## src/rtl/save_exec_fsm_pkg.sv

```systemverilog
// Shared state encoding for the save/execute record-playback controller.
package save_exec_fsm_pkg;

  typedef enum logic [1:0] {
    IDLE  = 2'd0,
    WRITE = 2'd1,
    READ  = 2'd2,
    WAIT  = 2'd3
  } state_t;

endpackage

```

## src/rtl/save_exec_fsm_rise_detect.sv

```systemverilog
// Rising-edge detector: one-cycle-wide 'rise' when 'd' goes from 0 to 1.
module rise_detect (
  input  logic clk,
  input  logic reset,
  input  logic d,
  output logic rise
);

  logic r_d_q;

  always_ff @(posedge clk or posedge reset) begin
    if (reset) r_d_q <= 1'b0;
    else       r_d_q <= d;
  end

  assign rise = d & ~r_d_q;

endmodule

```

## src/rtl/save_exec_fsm.sv

```systemverilog
// FIFO record/playback sequencer with Moore strobes for write, read and timer run.
// Build option: SAVE_EXEC_FSM_ABORT_EN lets a save press abort playback from READ/WAIT.
module save_exec_fsm
  import save_exec_fsm_pkg::*;
(
  input  logic clk,
  input  logic reset,
  input  logic save,
  input  logic execute,
  input  logic empty,
  input  logic full,
  input  logic timer,
  output logic write_enable,
  output logic read_enable,
  output logic timer_enable
);

  state_t r_state;
  state_t w_next;
  logic   w_save_rise;
  logic   w_exec_rise;

  rise_detect u_save_rise (
    .clk   (clk),
    .reset (reset),
    .d     (save),
    .rise  (w_save_rise)
  );

  rise_detect u_exec_rise (
    .clk   (clk),
    .reset (reset),
    .d     (execute),
    .rise  (w_exec_rise)
  );

  always_ff @(posedge clk or posedge reset) begin
    if (reset) r_state <= IDLE;
    else       r_state <= w_next;
  end

  always_comb begin
    w_next = r_state;
    case (r_state)
      IDLE: begin
        // save takes precedence; a simultaneous execute press is dropped
        if (w_save_rise) begin
          if (!full) w_next = WRITE;
        end else if (w_exec_rise && !empty) begin
          w_next = READ;
        end
      end
      WRITE: w_next = IDLE;
`ifdef SAVE_EXEC_FSM_ABORT_EN
      READ:  w_next = w_save_rise ? IDLE : WAIT;
      WAIT: begin
        if (w_save_rise)  w_next = IDLE;
        else if (timer)   w_next = empty ? IDLE : READ;
      end
`else
      READ:  w_next = WAIT;
      WAIT: begin
        if (timer) w_next = empty ? IDLE : READ;
      end
`endif
      default: w_next = IDLE;
    endcase
  end

  assign write_enable = (r_state == WRITE);
  assign read_enable  = (r_state == READ);
  assign timer_enable = (r_state == WAIT);

endmodule

```

## config.mk

```make
export PLATFORM = sky130hd
export DESIGN_NAME = save_exec_fsm
export DESIGN_NICKNAME = d
export VERILOG_FILES = /design/src/rtl/save_exec_fsm_pkg.sv /design/src/rtl/save_exec_fsm_rise_detect.sv /design/src/rtl/save_exec_fsm.sv
export SDC_FILE = /design/constraint.sdc
export NUM_CORES = 1
export LEC_CHECK = 0
export ABC_AREA = 1
export ABC_CLOCK_PERIOD_IN_PS = 2700
export CORE_AREA = 4 4 41 43
export CTS_CLUSTER_SIZE = 20
export DETAILED_ROUTE_END_ITERATION = 10
export DIE_AREA = 0 0 45 47
export GPL_TIMING_DRIVEN = 0
export HOLD_SLACK_MARGIN = 0.03
export MAX_ROUTING_LAYER = met4
export SLEW_MARGIN = 20
export SYNTH_ARGS = -nofsm -noshare
export SYNTH_HDL_FRONTEND = slang
export SYNTH_SLANG_ARGS = --single-unit
```

## constraint.sdc

```tcl
create_clock -name clk -period 2.7 [get_ports clk]
set_clock_uncertainty 0.1 [all_clocks]
set_input_delay 0.405 -clock clk [delete_from_list [all_inputs] [get_ports clk]]
set_output_delay 0.405 -clock clk [all_outputs]
set_load 0.1 [all_outputs]
```

# --- Yosys cells after proc, flatten, opt, wreduce, memory -nomap -nowiden ---
# Cells that the tools add are included.
word_totals:
  regBits: 4
  output_inout_bits: 3
classes:
  n_eq_ne: 6
  muxes: 6
  bitwise: 4
  n_reduce_logical: 4
op_table:
  columns: ["op", "n"]
  rows:
  - ["two-way mux 2 bit", 5]
  - ["case mux 2 bit (4 select lines)", 1]
  - ["== test 2 bit, second input constant", 2]
  - ["!= test 3 x 2 -> 1 bit, second input constant", 1]
  - ["!= test 3 bit, second input constant", 1]
  - ["AND reduction 3 bit", 1]
  - ["AND 1 bit", 2]
  - ["== test 2 x 1 -> 1 bit, second input constant", 1]
  - ["logical NOT 2 bit", 1]
  - ["!= test 2 bit, second input constant", 1]
  - ["inverter 1 bit", 2]
  - ["logical AND 1 bit", 1]
  - ["logical NOT 1 bit", 1]

# --- Depth between registers and ports, before layout ---
logic_depth:
  ltp_word: 6
  ltp_mapped: 6
  mapped_depth_nobuf: 6

# --- By module ---
# A second synthesis with hierarchy kept.
unflattened:
  hier_cells: 33
  hier_area_um2: 222.7
modules_own_cells:
  columns: ["mod", "instances", "cells_each", "area_per_inst_um2", "seq_area_each_um2"]
  rows:
  - ["save_exec_fsm", 1, 25, 145.1, 50.0]
  - ["rise_detect", 2, 4, 38.8, 25.0]

# --- Worst setup path before layout ---
# No wires, ideal clock.
synth_timing:
  kind: "reg2out"
  startpoint: "register r_state[0]"
  endpoint: "output port write_enable"
  arrival_ps: 1686
  required_time_ps: 2195
  slack_ps: 509
  stages_incl_launch_ff: 3
  n_path_buf: 0
  path_cell_list: "dfrtp_1 > inv_1 > nor2_1"
synth_between:
  elab_chain_len: 1
synth_rtl:
  columns: ["element", "line_no", "rtl"]
  rows:
  - ["start: declaration", "save_exec_fsm.sv:18", "state_t r_state;"]
  - ["start signal: assignment", "save_exec_fsm.sv:39", "else r_state <= w_next;"]
  - ["== test 2 x 1 -> 1 bit", "save_exec_fsm.sv:70", "assign write_enable = (r_state == WRITE);"]
  - ["end: declaration", "save_exec_fsm.sv:13", "output logic write_enable,"]
# No other way between the ends.

# --- Worst setup path in the final report ---
layout_timing:
  startpoint: "register r_state[0]"
  endpoint: "output port read_enable"
layout_between:
  elab_chain_len: 1
layout_rtl:
  columns: ["element", "line_no", "rtl"]
  rows:
  - ["== test 2 bit", "save_exec_fsm.sv:71", "assign read_enable = (r_state == READ);"]
  - ["end: declaration", "save_exec_fsm.sv:14", "output logic read_enable,"]
# No other way between the ends.

==> results.md <==
- Status: completed
- Hold Crit Class: in2async
- Fillers: 161
- GRT Overall Usage: 0.0557
- Slowest cell on the critical path: clkdlybuf4s50_1
- Main synth FF type: dfrtp_1
- Synth Register Bits: 4
- Yosys cell types: 8
- Count of final setup violators: 0
- Worst setup path endpoint: read_enable
- CTS tree: built
- Post-synth top area share: 0.462
- Worst path arrival time: 1.96 ns
- Total gr overflow: 0
- Final HPWL DP: 379 µm
- Layout cell share with drive strength beyond 1: 0.116
- IO Pins: 10
- Leak pwr: 0.000185 µW
- DRT iter0 DRCs: 2
- First drt pass iteration count: 2
- Post-route insts no fill: 58
- Largest net degree at the start of global routing: 6
- Wirelength per Cell: 7.62 µm
- Vias/cell: 3.55
- Avg Inst Size Synth: 6.98 µm²
- Buf/Inv on CP: 3
- Final WS setup: 0.233 ns
- Post-synthesis sequential area ratio: 0.462
- Vias in the first global route: 219
- Cell count after placement: 55
- Root buf cell: clkbuf_4
- Antenna Cells: 0
- Final total power: 423 µW
- Syn nets: 38
- Worst path most repeated cell: inv_1
- Clock Path Buffers: 2
- Post-cts sizing count: 0
- Clock Sinks: 4
- Int Power: 194 µW
- Peak supply drop: 0.301 mV
- Logic pwr share: 0.610
- EDFF count, synth: 0
- Synth cell count leaders: nand2_1, inv_1, dfrtp_1, nor2_1
- RSZ-0062 raised after global routing: false
- Critical Path Source Type: flip-flop
- Met2 Use GR: 0.0904
- Slew HR: 0.353
- Crit path from: r_state[0]
- Ys async rst share: 1.00
- Postcts setup bufs: 0
- # rows: 13
- GR met3 Demand/Resource: 0.0153
- Final antenna-violating net count: 0
- Die ar.: 2120 µm²
- Count leader, synth: nand2_1
- Nets@finish: 52
- Max Cap Violations: 0
- Initial Utilization: 0.166
- Minimum clock period: 2.47 ns
- Power Density: 1210 nW/µm²
- Critical Path End Type: output port
- NetSw: 228 µW
- Crit Path Max Fanout: 4
- Area leader, netlist: dfrtp_1
- RR Endpoint: r_state[0]
- Max Fclk: 405 MHz
- Total negative slack: 0 ns
- Drc violations: 0
- CP cell instances: inv_1, nand2_1, inv_1, clkdlybuf4s50_1
- Hold slack: 0.252 ns
- Max-slew violations: 0
- Core footprint: 1300 µm²
- First-pass GRT wire length: 772 µm
- Die height: 47 µm
- Switch share: 0.540
- WL final: 442 µm
- CTS Buf Count: 3
- Worst-skew pair later-pin latency: 0.23 ns
- Crit-path leading delay family: buffers and inverters
- Reg clk slew, reported paths: 0.04 ns
- Tcrit/Tclk final: 0.914
- Most Crowded Layer GR: met2
- Max stage delay on crit path: 1.12 ns
- Crit path depth: 4
- R2r setup slk: 1.56 ns
- Final GP Congestion: 0.679
- Sequential Power Share: 0.221
- Clk pwr share: 0.169
- IO buf count: 9
- Worst slack, placed: 0.460 ns
- Mapped Area: 216 µm²
- Reg2reg start: r_state[1]
- Post-Syn Instances: 31
- Final Hold Vio Count: 0
- CP required: 2.19 ns
- Initial antenna violation count: 0
- CTS H-tree lvls: 1
- Hold Buf Count CTS: 0
- Area Growth Syn to Fin: 60.7%
- Kind of critical path: reg2out
- Worst R2R Path Depth: 4
- Die Width: 45 µm
- Worst Tran Pin Value: 0.968 ns
- YS warnings: 0
- Synth top area cells: dfrtp_1, nand2_1, inv_1, nor2_1, nand4_1
- Vias: 206
- GR Util met1: 0.0461
[cells in the final DEF, fill, tap and decap left out, drive strengths merged]
cell type,netlist,layout
nor2,4,4
clkdlybuf4s50,0,9
inv,6,6
clkbuf,0,3
or2,1,1
nand2,12,12
nand3,2,2
dfrtp,4,4
nand4,2,2
[worst reg2reg max path, cell delays in order, from the launching register on]
cell     delay [ns]
dfrtp_1        0.41
nor2_1         0.22
nand3_1        0.13
nand4_1        0.10
nand2_1        0.06
[power by group through the flow]
stage          sequential (µW)  clock (µW)  combinational (µW)
3_3_place_gp              93.4           0                 260
5_1_grt                   99.2        77.9                 278
2_1_floorplan             91.3           0                 205
6_report                  93.5        71.4                 258
4_1_cts                   94.0        77.0                 261
3_5_place_dp              94.6           0                 261
[registers in the layout, summed over array words and instances, names as in the netlist]
signal / cells
r_state: 2
u_exec_rise.r_d_q: 1
u_save_rise.r_d_q: 1
[how the worst min path moves through the flow]
stage | startpoint | end | slack [ns] | depth (start not counted)
after global routing | reset | u_save_rise.r_d_q | 0.26 | 2
after detailed placement | reset | u_save_rise.r_d_q | 0.50 | 2
after floorplan | reset | r_state[0] | 0.07 | 1
final | reset | u_exec_rise.r_d_q | 0.25 | 2
after CTS | reset | u_exec_rise.r_d_q | 0.25 | 2
after global placement | reset | u_exec_rise.r_d_q | 0.49 | 2
[cell families after synthesis]
family / count (synthesis) / share of synthesized area
DFF: 4 / 0.462
buffers and inverters: 6 / 0.104
and+or+nand+nor: 21 / 0.434
[cell type report]
type / instances / area (µm²) / share of cell area
Clock buffer: 3 / 22.5 / 0.0647
Inverter: 6 / 22.5 / 0.0647
Multi-Input combinational cell: 21 / 93.8 / 0.270
Sequential cell: 4 / 100 / 0.288
Tap cell: 15 / 18.8 / 0.0540
Timing Repair Buffer: 9 / 90.1 / 0.259
[through the flow]
stage	area (µm²)	util
after detailed placement	325	0.250
final	348	0.267
after global placement	325	0.250
after global routing	348	0.267
after CTS	348	0.267
after floorplan	216	-
[metal layers]
layer  share of wire  wire length [µm]
met1            0.39               172
met2            0.55               243
met3           0.061                27
met4               0                 0
met5               0                 0
(Power assumes the default switching activity.)
